<file path="src/rtl/lc3b_types.sv">
// Shared LC-3b type definitions used by the branch predictor:
// the 2-bit direction counter and the BTB entry layout.
package lc3b_types;

    typedef logic [1:0] lc3b_bp_ctr_t;

    localparam lc3b_bp_ctr_t BP_STRONG_NT = 2'b00;
    localparam lc3b_bp_ctr_t BP_WEAK_NT   = 2'b01;
    localparam lc3b_bp_ctr_t BP_WEAK_T    = 2'b10;
    localparam lc3b_bp_ctr_t BP_STRONG_T  = 2'b11;

    // Entry layout for the default 16-bit PC with a 16-entry table.
    localparam int BP_PC_W  = 16;
    localparam int BP_IDX_W = 4;
    localparam int BP_TAG_W = BP_PC_W - BP_IDX_W - 1;

    typedef struct packed {
        logic                valid;
        logic [BP_TAG_W-1:0] tag;
        logic [BP_PC_W-1:0]  target;
        logic                uncond;
        lc3b_bp_ctr_t        ctr;
    } lc3b_btb_entry_t;

endpackage

</file>
<file path="src/rtl/lc3b_branch_predictor_sat_counter2.sv">
// Next-state logic for a 2-bit saturating direction counter.
module sat_counter2
    import lc3b_types::*;
(
    input  lc3b_bp_ctr_t ctr_i,
    input  logic         taken_i,
    output lc3b_bp_ctr_t ctr_o
);

    always_comb begin
        ctr_o = ctr_i;
        if (taken_i) begin
            if (ctr_i != BP_STRONG_T) begin
                ctr_o = ctr_i + 2'b01;
            end
        end else begin
            if (ctr_i != BP_STRONG_NT) begin
                ctr_o = ctr_i - 2'b01;
            end
        end
    end

endmodule

</file>
<file path="src/rtl/lc3b_branch_predictor.sv">
// Direct-mapped BTB with 2-bit direction counters for the LC-3b fetch stage,
// trained from branch resolution, plus saturating hit/mispredict counters.
module lc3b_branch_predictor
    import lc3b_types::*;
#(
    parameter int ENTRIES    = 16,
    parameter int PC_WIDTH   = 16,
    parameter int PERF_WIDTH = 16,
    parameter int MODE       = 1
) (
    input  logic                  clk,
    input  logic                  reset_n,
    input  logic [PC_WIDTH-1:0]   fetch_pc,
    output logic                  pred_taken,
    output logic [PC_WIDTH-1:0]   pred_target,
    input  logic                  upd_valid,
    input  logic [PC_WIDTH-1:0]   upd_pc,
    input  logic                  upd_taken,
    input  logic                  upd_uncond,
    input  logic [PC_WIDTH-1:0]   upd_target,
    input  logic                  upd_mispredict,
    input  logic                  invalidate,
    output logic [PERF_WIDTH-1:0] hit_count,
    output logic [PERF_WIDTH-1:0] mispredict_count
);

    localparam int IDX_W = $clog2(ENTRIES);
    localparam int TAG_W = PC_WIDTH - IDX_W - 1;
    localparam logic BP_EN = (MODE != 0);
    localparam logic [PERF_WIDTH-1:0] PERF_MAX = '1;

    logic [ENTRIES-1:0]    valid_q, valid_d;
    logic [ENTRIES-1:0]    uncond_q, uncond_d;
    lc3b_bp_ctr_t          ctr_q [ENTRIES];
    lc3b_bp_ctr_t          ctr_d [ENTRIES];
    logic [TAG_W-1:0]      tag_q [ENTRIES];
    logic [PC_WIDTH-1:0]   target_q [ENTRIES];
    logic [PERF_WIDTH-1:0] hit_cnt_q, hit_cnt_d;
    logic [PERF_WIDTH-1:0] misp_cnt_q, misp_cnt_d;

    logic [IDX_W-1:0] f_idx, u_idx;
    logic [TAG_W-1:0] f_tag, u_tag;
    logic             lookup_hit;
    logic             upd_hit;
    logic             upd_en;
    logic             row_wr;
    logic             alloc;
    logic             tgt_wr;
    lc3b_bp_ctr_t     ctr_trained;
    lc3b_bp_ctr_t     ctr_wr;
    logic             unused_upd_pc0;

    assign f_idx = fetch_pc[IDX_W:1];
    assign f_tag = fetch_pc[PC_WIDTH-1:IDX_W+1];
    assign u_idx = upd_pc[IDX_W:1];
    assign u_tag = upd_pc[PC_WIDTH-1:IDX_W+1];
    assign unused_upd_pc0 = upd_pc[0];

    // Lookup reads only registered state, so a same-cycle update is not bypassed.
    assign lookup_hit  = BP_EN && valid_q[f_idx] && (tag_q[f_idx] == f_tag);
    assign pred_taken  = lookup_hit && (uncond_q[f_idx] || ctr_q[f_idx][1]);
    assign pred_target = pred_taken ? target_q[f_idx] : (fetch_pc + PC_WIDTH'(2));

    assign upd_hit = valid_q[u_idx] && (tag_q[u_idx] == u_tag);

    sat_counter2 u_sat_counter2 (
        .ctr_i   (ctr_q[u_idx]),
        .taken_i (upd_taken),
        .ctr_o   (ctr_trained)
    );

    always_comb begin
        upd_en = BP_EN && upd_valid && !invalidate;
        row_wr = 1'b0;
        alloc  = 1'b0;
        tgt_wr = 1'b0;
        ctr_wr = ctr_trained;
        if (upd_en) begin
            if (upd_hit) begin
                row_wr = 1'b1;
                if (upd_uncond) begin
                    ctr_wr = BP_STRONG_T;
                    tgt_wr = 1'b1;
                end else begin
                    tgt_wr = upd_taken;
                end
            end else if (upd_taken || upd_uncond) begin
                row_wr = 1'b1;
                alloc  = 1'b1;
                tgt_wr = 1'b1;
                ctr_wr = upd_uncond ? BP_STRONG_T : BP_WEAK_T;
            end
        end
    end

    always_comb begin
        valid_d  = valid_q;
        uncond_d = uncond_q;
        ctr_d    = ctr_q;
        if (invalidate) begin
            valid_d = '0;
        end else if (row_wr) begin
            valid_d[u_idx] = 1'b1;
            ctr_d[u_idx]   = ctr_wr;
            if (alloc) begin
                uncond_d[u_idx] = upd_uncond;
            end
        end
    end

    always_comb begin
        hit_cnt_d  = hit_cnt_q;
        misp_cnt_d = misp_cnt_q;
        if (lookup_hit && (hit_cnt_q != PERF_MAX)) begin
            hit_cnt_d = hit_cnt_q + PERF_WIDTH'(1);
        end
        if (upd_valid && upd_mispredict && (misp_cnt_q != PERF_MAX)) begin
            misp_cnt_d = misp_cnt_q + PERF_WIDTH'(1);
        end
    end

    always_ff @(posedge clk) begin
        if (!reset_n) begin
            valid_q    <= '0;
            uncond_q   <= '0;
            hit_cnt_q  <= '0;
            misp_cnt_q <= '0;
            for (int i = 0; i < ENTRIES; i++) begin
                ctr_q[i] <= BP_WEAK_NT;
            end
        end else begin
            valid_q    <= valid_d;
            uncond_q   <= uncond_d;
            hit_cnt_q  <= hit_cnt_d;
            misp_cnt_q <= misp_cnt_d;
            ctr_q      <= ctr_d;
        end
    end

    // Tag and target are only meaningful under a valid bit, so they carry no reset.
    always_ff @(posedge clk) begin
        if (alloc) begin
            tag_q[u_idx] <= u_tag;
        end
        if (tgt_wr) begin
            target_q[u_idx] <= upd_target;
        end
    end

    assign hit_count        = hit_cnt_q;
    assign mispredict_count = misp_cnt_q;

endmodule

</file>
<file path="config.mk">
export PLATFORM = sky130hd
export DESIGN_NAME = lc3b_branch_predictor
export DESIGN_NICKNAME = d
export VERILOG_FILES = /design/src/rtl/lc3b_types.sv /design/src/rtl/lc3b_branch_predictor_sat_counter2.sv /design/src/rtl/lc3b_branch_predictor.sv
export SDC_FILE = /design/constraint.sdc
export NUM_CORES = 1
export LEC_CHECK = 0
export BUFFER_PORTS_ARGS = -buffer_cell sky130_fd_sc_hd__buf_4
export CORE_MARGIN = 4
export CORE_UTILIZATION = 62
export CTS_CLUSTER_SIZE = 28
export DETAILED_ROUTE_END_ITERATION = 8
export PLACE_DENSITY = 0.85
export SLEW_MARGIN = 20
export SYNTH_ARGS = -nofsm -noshare
export SYNTH_HDL_FRONTEND = slang
export SYNTH_SLANG_ARGS = --single-unit
</file>
<file path="constraint.sdc">
create_clock -name clk -period 5 [get_ports clk]
set_input_delay 0.25 -clock clk [delete_from_list [all_inputs] [get_ports clk]]
set_output_delay 0.25 -clock clk [all_outputs]
set_load 0.01 [all_outputs]
</file>
==> results_dict.tcl, run 1 <==
set metrics [dict create \
    status "finished clean" \
    crit_top_cell "mux2i_1" \
    clockRootBuffer "clkbuf_16" \
    io_buffers 102 \
    fmax_mhz 229 \
    rr_endpoint "uncond_q[9]$_SDFFE_PN0P_" \
    clkTransAtPathRegs_ns 0.06 \
    drc_errors 0 \
    peakVddDrop_uv 256 \
    whs_path_depth 1 \
    num_io_pins 104 \
    start_util_pct 63.2 \
    grt_max_degree 82 \
    numCtsBuffers 52 \
    ys_seq_elements 528 \
    diodes 0 \
    drtAntennaViolNets 0 \
    ys_warn_count 0 \
    finalCoreUtilization_pct 72.2 \
    yosysUniqueCellTypes 67 \
    max_stage_delay_ns 0.62 \
    wl_mm 67.3 \
    final_net_count 1638 \
    regToRegSetupSlack_ns 1.31 \
    required_ns 4.75 \
    post-route-min-period_ns 4.36 \
    crit_arrival_ns 4.11 \
    holdPathEnd "tag_q[5][10]$_DFFE_PP_" \
    worst_slack_ns 0.635 \
    syn_area_um2 24000 \
    antenna_found_initial 0 \
    worstReg2RegStart "tag_q[11][5]$_DFFE_PP_" \
    cts_tree "yes" \
    synth_edf_count 432 \
    hp-class "primary input to flip-flop" \
    drt-initial-drc-count 2866 \
    via_per_inst 7.33 \
    htreeDepth 2 \
    core_area_um2 37900 \
    dpl.hpwl_mm 37.5 \
    crit_path_start_kind "primary input" \
    yosysSeqAreaShare_pct 62.1 \
    wl_per_cell_um 31.5 \
    max_cap_violations 0 \
    worstHoldStart "upd_pc[15]" \
    die-height_um 205 \
    p_leak_nw 9.09 \
    grt_use_total_pct 32.3 \
    tns_ns 0 \
    slew_viol_final 0 \
    drive_gt1_share_pct 29.4 \
    pre_cts_slack_ns 0.843 \
    syn_nets 1515 \
    die-area_um2 41900 \
    crit_chain "clkbuf_8, mux4_2, mux2i_1, mux2i_1, xor2_1, nor4_4, nand3_1, nor2_4, mux2_2, buf_4" \
    cts_resized 0 \
    core.rowCount 71 \
    clkLatencyLatePin_ns 0.59 \
    final_area_um2 27400 \
    fin_skew_ns 0.0248 \
    fillers 2097 \
    setup_viol 0 \
    crit_type "primary input to primary output" \
    netlist_instances 1457 \
    slowest_stage "mux4_2" \
    vias 15600 \
    area_growth_pct 14.2 \
    drt_pre_antenna_iters 8 \
    place_congestion 0.881 \
    power_density_nw_per_um2 352 \
    die_w_um 205 \
    overflow 0 \
    crit_path_end_kind "primary output" \
    cts_sinks 528 \
    synthFlopType "edfxtp_1" \
    slew_headroom_pct 18.1 \
    hold_viol_final 0 \
    ff2ff_path_depth 9 \
    avgSynthCellArea_um2 16.5 \
    grt_pass1_wl_mm 101 \
    crit_path_max_fanout 64 \
    tightest_slew_ns 1.22 \
    post-route-period-util_pct 87.3 \
    post_dp_cell_area_um2 25400 \
    grt_pass1_vias 15700 \
    clk_path_buf_depth 3 \
    async_reset_ff_share_pct 0 \
    holdWs_ns 0.0314 \
    rsz0062_at_grt "no" \
]
[through the flow]
stage / instances / power, mW
finish: 2134 / 9.65
global route: 2134 / 9.91
CTS: 2134 / 9.62
detailed placement: 2016 / 5.58
global placement: 2016 / 5.55
floorplan: 1457 / 5.34
[cell families (layout without fill, tap and decap cells)]
family,count (synthesis),after routing,synth area share [%]
flip-flops,528,528,62.1
XOR/XNOR,56,56,2.05
AND/OR/NAND/NOR,249,249,5.39
AO/OA/AOI/OAI,213,213,6.82
multiplexers,281,281,20.8
buffers and inverters,126,292,2.61
adder cells (fa/ha/maj),4,4,0.198
[worst max-delay path by stage]
stage,start,end,slack (ns),depth (start not counted)
6_report,fetch_pc[1],pred_target[3],0.64,10
5_1_grt,fetch_pc[1],pred_target[3],0.47,10
4_1_cts,fetch_pc[1],pred_target[6],0.82,10
3_5_place_dp,fetch_pc[1],pred_target[5],0.84,10
3_3_place_gp,fetch_pc[1],pred_target[7],0.89,10
2_1_floorplan,upd_pc[1],tag_q[10][0]$_DFFE_PP_,1.49,9
[placed cells by master (no fill, tap or decap), types with 5 or more instances in the layout]
master / instances
edfxtp_1: 432
a31oi_1: 19
mux2i_1: 89
and2_1: 9
clkinv_2: 6
a31o_2: 18
a22oi_1: 8
nand2_1: 43
inv_1: 25
o211ai_1: 17
nand4_1: 11
a211oi_4: 5
nand3_1: 31
nand2b_1: 9
a311o_1: 16
and3_1: 11
clkbuf_1: 9
nor2_1: 48
xnor2_1: 26
bufinv_16: 8
mux4_2: 172
buf_4: 143
clkbuf_8: 5
a211oi_1: 23
nor3_1: 26
xor2_1: 30
o21ai_0: 13
nor2b_1: 8
a21oi_1: 23
a211oi_2: 11
a311oi_1: 17
and4_1: 7
clkbuf_16: 54
mux2_2: 17
dlygate4sd3_1: 21
o21a_1: 20
dfxtp_1: 96
clkinv_1: 12
or3_1: 12
nor2_2: 17
[synth_stat cells (5+ instances only)]
library cell / n / area share, %
a211oi_1: 34 / 1.1
a211oi_2: 5 / 0.26
a21oi_1: 23 / 0.48
a22oi_1: 8 / 0.25
a311o_1: 16 / 0.67
a311oi_1: 17 / 0.62
a31o_2: 18 / 0.66
a31oi_1: 19 / 0.50
and2_1: 9 / 0.23
and3_1: 11 / 0.29
and4_1: 7 / 0.26
buf_1: 6 / 0.094
buf_2: 41 / 0.86
buf_4: 9 / 0.28
buf_6: 9 / 0.42
clkbuf_1: 34 / 0.53
dfxtp_1: 96 / 8.0
edfxtp_1: 432 / 54
inv_1: 25 / 0.39
mux2_2: 17 / 0.80
mux2i_1: 89 / 3.7
mux4_2: 172 / 16
nand2_1: 43 / 0.67
nand2b_1: 9 / 0.23
nand3_1: 31 / 0.65
nand4_1: 11 / 0.29
nor2_1: 65 / 1.0
nor2b_1: 8 / 0.21
nor3_1: 26 / 0.54
o211ai_1: 17 / 0.53
o21a_1: 20 / 0.63
o21ai_0: 13 / 0.27
or3_1: 12 / 0.31
xnor2_1: 26 / 0.95
xor2_1: 30 / 1.1
[where the power goes]
part / switching (mW) / total (mW) / internal [mW]
sequential: 0.0208 / 4.81 / 4.79
clock: 1.67 / 4.11 / 2.44
combinational: 0.436 / 0.729 / 0.293
[registers in the layout, indices dropped and copies added, names as in the netlist]
name,flops
hit_count,16
ctr_q,32
target_q,256
valid_q,16
mispredict_count,16
tag_q,176
uncond_q,16
[layout make-up]
cell class                      count  area (um2)  share of cell area [%]
Sequential cell                   528       14900                    54.4
Tap cell                          511         639                    2.33
Clock inverter                     30         360                    1.32
Clock buffer                       67        1440                    5.26
Inverter                           27         101                   0.370
Timing Repair Buffer              168        1360                    4.96
Multi-Input combinational cell    803        8590                    31.4
[timing repair]
action,4_1_cts,5_1_grt
buffers inserted,0,0
hold buffers,21,0
endpoints found under the hold margin,336,0
[critical path, delay by kind of cell]
family / cells / cell delay (ns)
xor+xnor: 1 / 0.26
mux: 4 / 1.49
simple gates: 3 / 1.26
buf+inv: 2 / 0.75
[routing by layer]
metal / vias to the layer above / share of wire (%) / track usage, % / wire, um
met2: 1404 / 48 / 51.2 / 32000
met4: 0 / 5.2 / 14.4 / 3530
met5: - / 0 / 0 / 0
met1: 7747 / 34 / 43.1 / 22900
met3: 291 / 13 / 8.11 / 8870
li1: 6200 / - / - / -
Power figures use the tool's default switching activity.
==> inputs of run 2 (changes only) <==
--- a/config.mk
+++ b/config.mk
@@ -14,4 +14,5 @@
 export SLEW_MARGIN = 20
 export SYNTH_ARGS = -nofsm -noshare
 export SYNTH_HDL_FRONTEND = slang
+export SYNTH_HIERARCHICAL = 1
 export SYNTH_SLANG_ARGS = --single-unit
==> results_dict.tcl, run 2 <==
set metrics [dict create \
    crit_type "flip-flop to primary output" \
    switching_share_pct 22.4 \
    final_common_cell "edfxtp_1" \
    cellInternalPower_mw 7.56 \
    grt_use_total_pct 32.1 \
    syn_nets 1464 \
    synth-compound-area-share_pct 5.34 \
    final_net_count 1605 \
    place_congestion 0.926 \
    dpl.hpwl_mm 38.3 \
    drtAntennaViolNets 0 \
    slew_viol_final 0 \
    yosys.area_share.simple_pct 6.04 \
    vias 15100 \
    io_buffers 102 \
    status "finished clean" \
    fmax_mhz 223 \
    regToRegSetupSlack_ns 1.39 \
    synth.largest_area_cell "edfxtp_1" \
    fillers 2121 \
    gr-usage-met2_pct 52.2 \
    syn_area_um2 23600 \
    layout_top_registers "target_q: 256 flops, tag_q: 176 flops, ctr_q: 32 flops" \
    grt_max_degree 66 \
    synth_top_area_share_pct 55.0 \
    drive_gt1_share_pct 31.1 \
    max_cap_violations 0 \
    yosysUniqueCellTypes 70 \
    overflow 0 \
    die_w_um 203 \
    top_register "target_q" \
    htreeDepth 2 \
    use_met1_pct 43.0 \
    synth_xor_area_share_pct 1.89 \
    crit_path_start_kind "flip-flop" \
    final_cell_mix "edfxtp_1, mux4_2, buf_4, dfxtp_1, mux2i_1" \
    avgSynthCellArea_um2 16.8 \
    seqPwrFrac_pct 49.3 \
    tightest_slew_ns 0.928 \
    p_leak_nw 8.96 \
    combPwrFrac_pct 7.2 \
    worstReg2RegStart "tag_q[7][4]$_DFFE_PP_" \
    post-route-period-util_pct 89.7 \
    clkLatencyLatePin_ns 0.60 \
    slew_headroom_pct 37.8 \
    yosys.area_share.adder_pct 0.255 \
    power_density_nw_per_um2 359 \
    tns_ns 0 \
    worstHoldStart "upd_pc[8]" \
    post-route-min-period_ns 4.48 \
    ys_top_cells_by_count "edfxtp_1, mux4_2, dfxtp_1" \
    cts_sinks 528 \
    synth_edf_count 432 \
    clkTransAtPathRegs_ns 0.06 \
    busiest_layer "met2" \
    rsz0062_at_grt "no" \
    whs_path_depth 1 \
    setup_viol 0 \
    clk_path_buf_depth 3 \
    ff2ff_path_depth 9 \
    crit_arrival_ns 4.23 \
    ys_seq_elements 528 \
    drt-initial-drc-count 2271 \
    async_reset_ff_share_pct 0 \
    yosysSeqAreaShare_pct 63.1 \
    hold_viol_final 0 \
    synth_area_leaders "edfxtp_1, mux4_2, dfxtp_1, mux2i_1, xnor2_1" \
    drc_errors 0 \
    hold_buffers 25 \
    numCtsBuffers 52 \
    required_ns 4.75 \
    grt_pass1_wl_mm 99.1 \
    core_area_um2 37600 \
    synthFlopType "edfxtp_1" \
    hp-class "primary input to flip-flop" \
    cts_resized 0 \
    rr_endpoint "tag_q[2][10]$_DFFE_PP_" \
    wl_mm 66.0 \
    crit_path_max_fanout 17 \
    grt_pass1_vias 15400 \
    crit_path_end_kind "primary output" \
    netlist_instances 1406 \
    die-height_um 203 \
    p_sw_mw 2.19 \
    ys_warn_count 6 \
    start_util_pct 62.8 \
    clockRootBuffer "clkbuf_16" \
    cts_setup_buffers 0 \
    synth_top_family_by_area "multiplexers" \
    peakVddDrop_uv 319 \
    holdPathEnd "tag_q[14][3]$_DFFE_PP_" \
    cts_tree "yes" \
    via_per_inst 7.20 \
    holdWs_ns 0.0313 \
    yosysMostFrequentCell "edfxtp_1" \
    die-area_um2 41200 \
    largest_reg_flops 256 \
    area_growth_pct 15.2 \
    fin_skew_ns 0.0319 \
    drt_pre_antenna_iters 7 \
    num_io_pins 104 \
    antenna_found_initial 1 \
    wl_per_cell_um 31.4 \
    use_met3_pct 6.55 \
    synthMuxAreaShare_pct 21.2 \
    clkPwrFrac_pct 43.5 \
    core.rowCount 71 \
]
[run 2: changes by cell type after synthesis, moves of 12 or more]
cell / before / now
mux2i_1: 89 / 66
a311o_1: 16 / 0
inv_1: 25 / 10
nor3_1: 26 / 41
a31oi_1: 19 / 5
o211ai_1: 17 / 3
xor2_1: 30 / 18
[run 2: worst max path at each step]
stage | from | to | slack [ns] | cells after the start
2_1_floorplan | upd_pc[1] | tag_q[10][0]$_DFFE_PP_ | 1.59 | 9
3_3_place_gp | upd_pc[1] | tag_q[2][5]$_DFFE_PP_ | 0.81 | 10
3_5_place_dp | fetch_pc[1] | pred_target[7] | 0.74 | 11
4_1_cts | tag_q[15][9]$_DFFE_PP_ | pred_target[7] | 0.62 | 10
5_1_grt | fetch_pc[1] | pred_target[7] | 0.48 | 11
6_report | tag_q[15][10]$_DFFE_PP_ | pred_target[9] | 0.52 | 10
[run 2: power groups by stage]
stage / Sequential (mW) / Combinational [mW] / Clock [mW]
floorplan: 4.89 / 0.421 / 0
global placement: 4.89 / 0.635 / 0
detailed placement: 4.90 / 0.658 / 0
CTS: 4.81 / 0.688 / 4.25
global route: 4.81 / 0.735 / 4.47
finish: 4.81 / 0.702 / 4.24
[run 2: layout make-up]
type	count	area, um2	area share [%]
Clock buffer	62	1360	5.00
Multi-Input combinational cell	776	8320	30.6
Inverter	11	41.3	0.152
Timing Repair Buffer	178	1420	5.23
Clock inverter	36	500	1.84
Tap cell	511	639	2.35
Sequential cell	528	14900	54.8
Antenna cell	1	2.50	0.00921
[run 2: through the flow]
step	setup slack, ns	power [mW]	area, um2	std cells	utilization, %
2_1_floorplan	1.59	5.32	23600	1406	-
3_3_place_gp	0.809	5.53	25100	1979	66.7
3_5_place_dp	0.739	5.56	25100	1979	66.7
4_1_cts	0.618	9.74	27200	2102	72.3
5_1_grt	0.478	10.0	27200	2102	72.3
6_report	0.516	9.75	27200	2103	72.3
[run 2: critical path, cell delays in order (launching register included)]
cell and delay (ns):
edfxtp_1 0.40, mux4_2 0.50, mux2i_1 0.21, mux2i_1 0.27
xor2_1 0.24, nor4_1 0.50, and4_1 0.43, nor2b_2 0.20
buf_4 0.31, mux2_2 0.43, buf_4 0.16
[run 2: routing by layer]
metal,vias to the layer above,wire length [um]
li1,6035,-
met1,7590,22600
met2,1250,32200
met3,261,7600
met4,2,3510
met5,-,13
[run 2: cell families (layout without fill, tap and decap cells)]
kind of cell | Yosys count | count (layout)
flip-flops | 528 | 528
AO/OA/AOI/OAI | 169 | 169
XOR/XNOR | 51 | 51
multiplexers | 272 | 272
other | 0 | 1
adder cells (fa/ha/maj) | 5 | 5
AND/OR/NAND/NOR | 279 | 279
buffers and inverters | 102 | 287
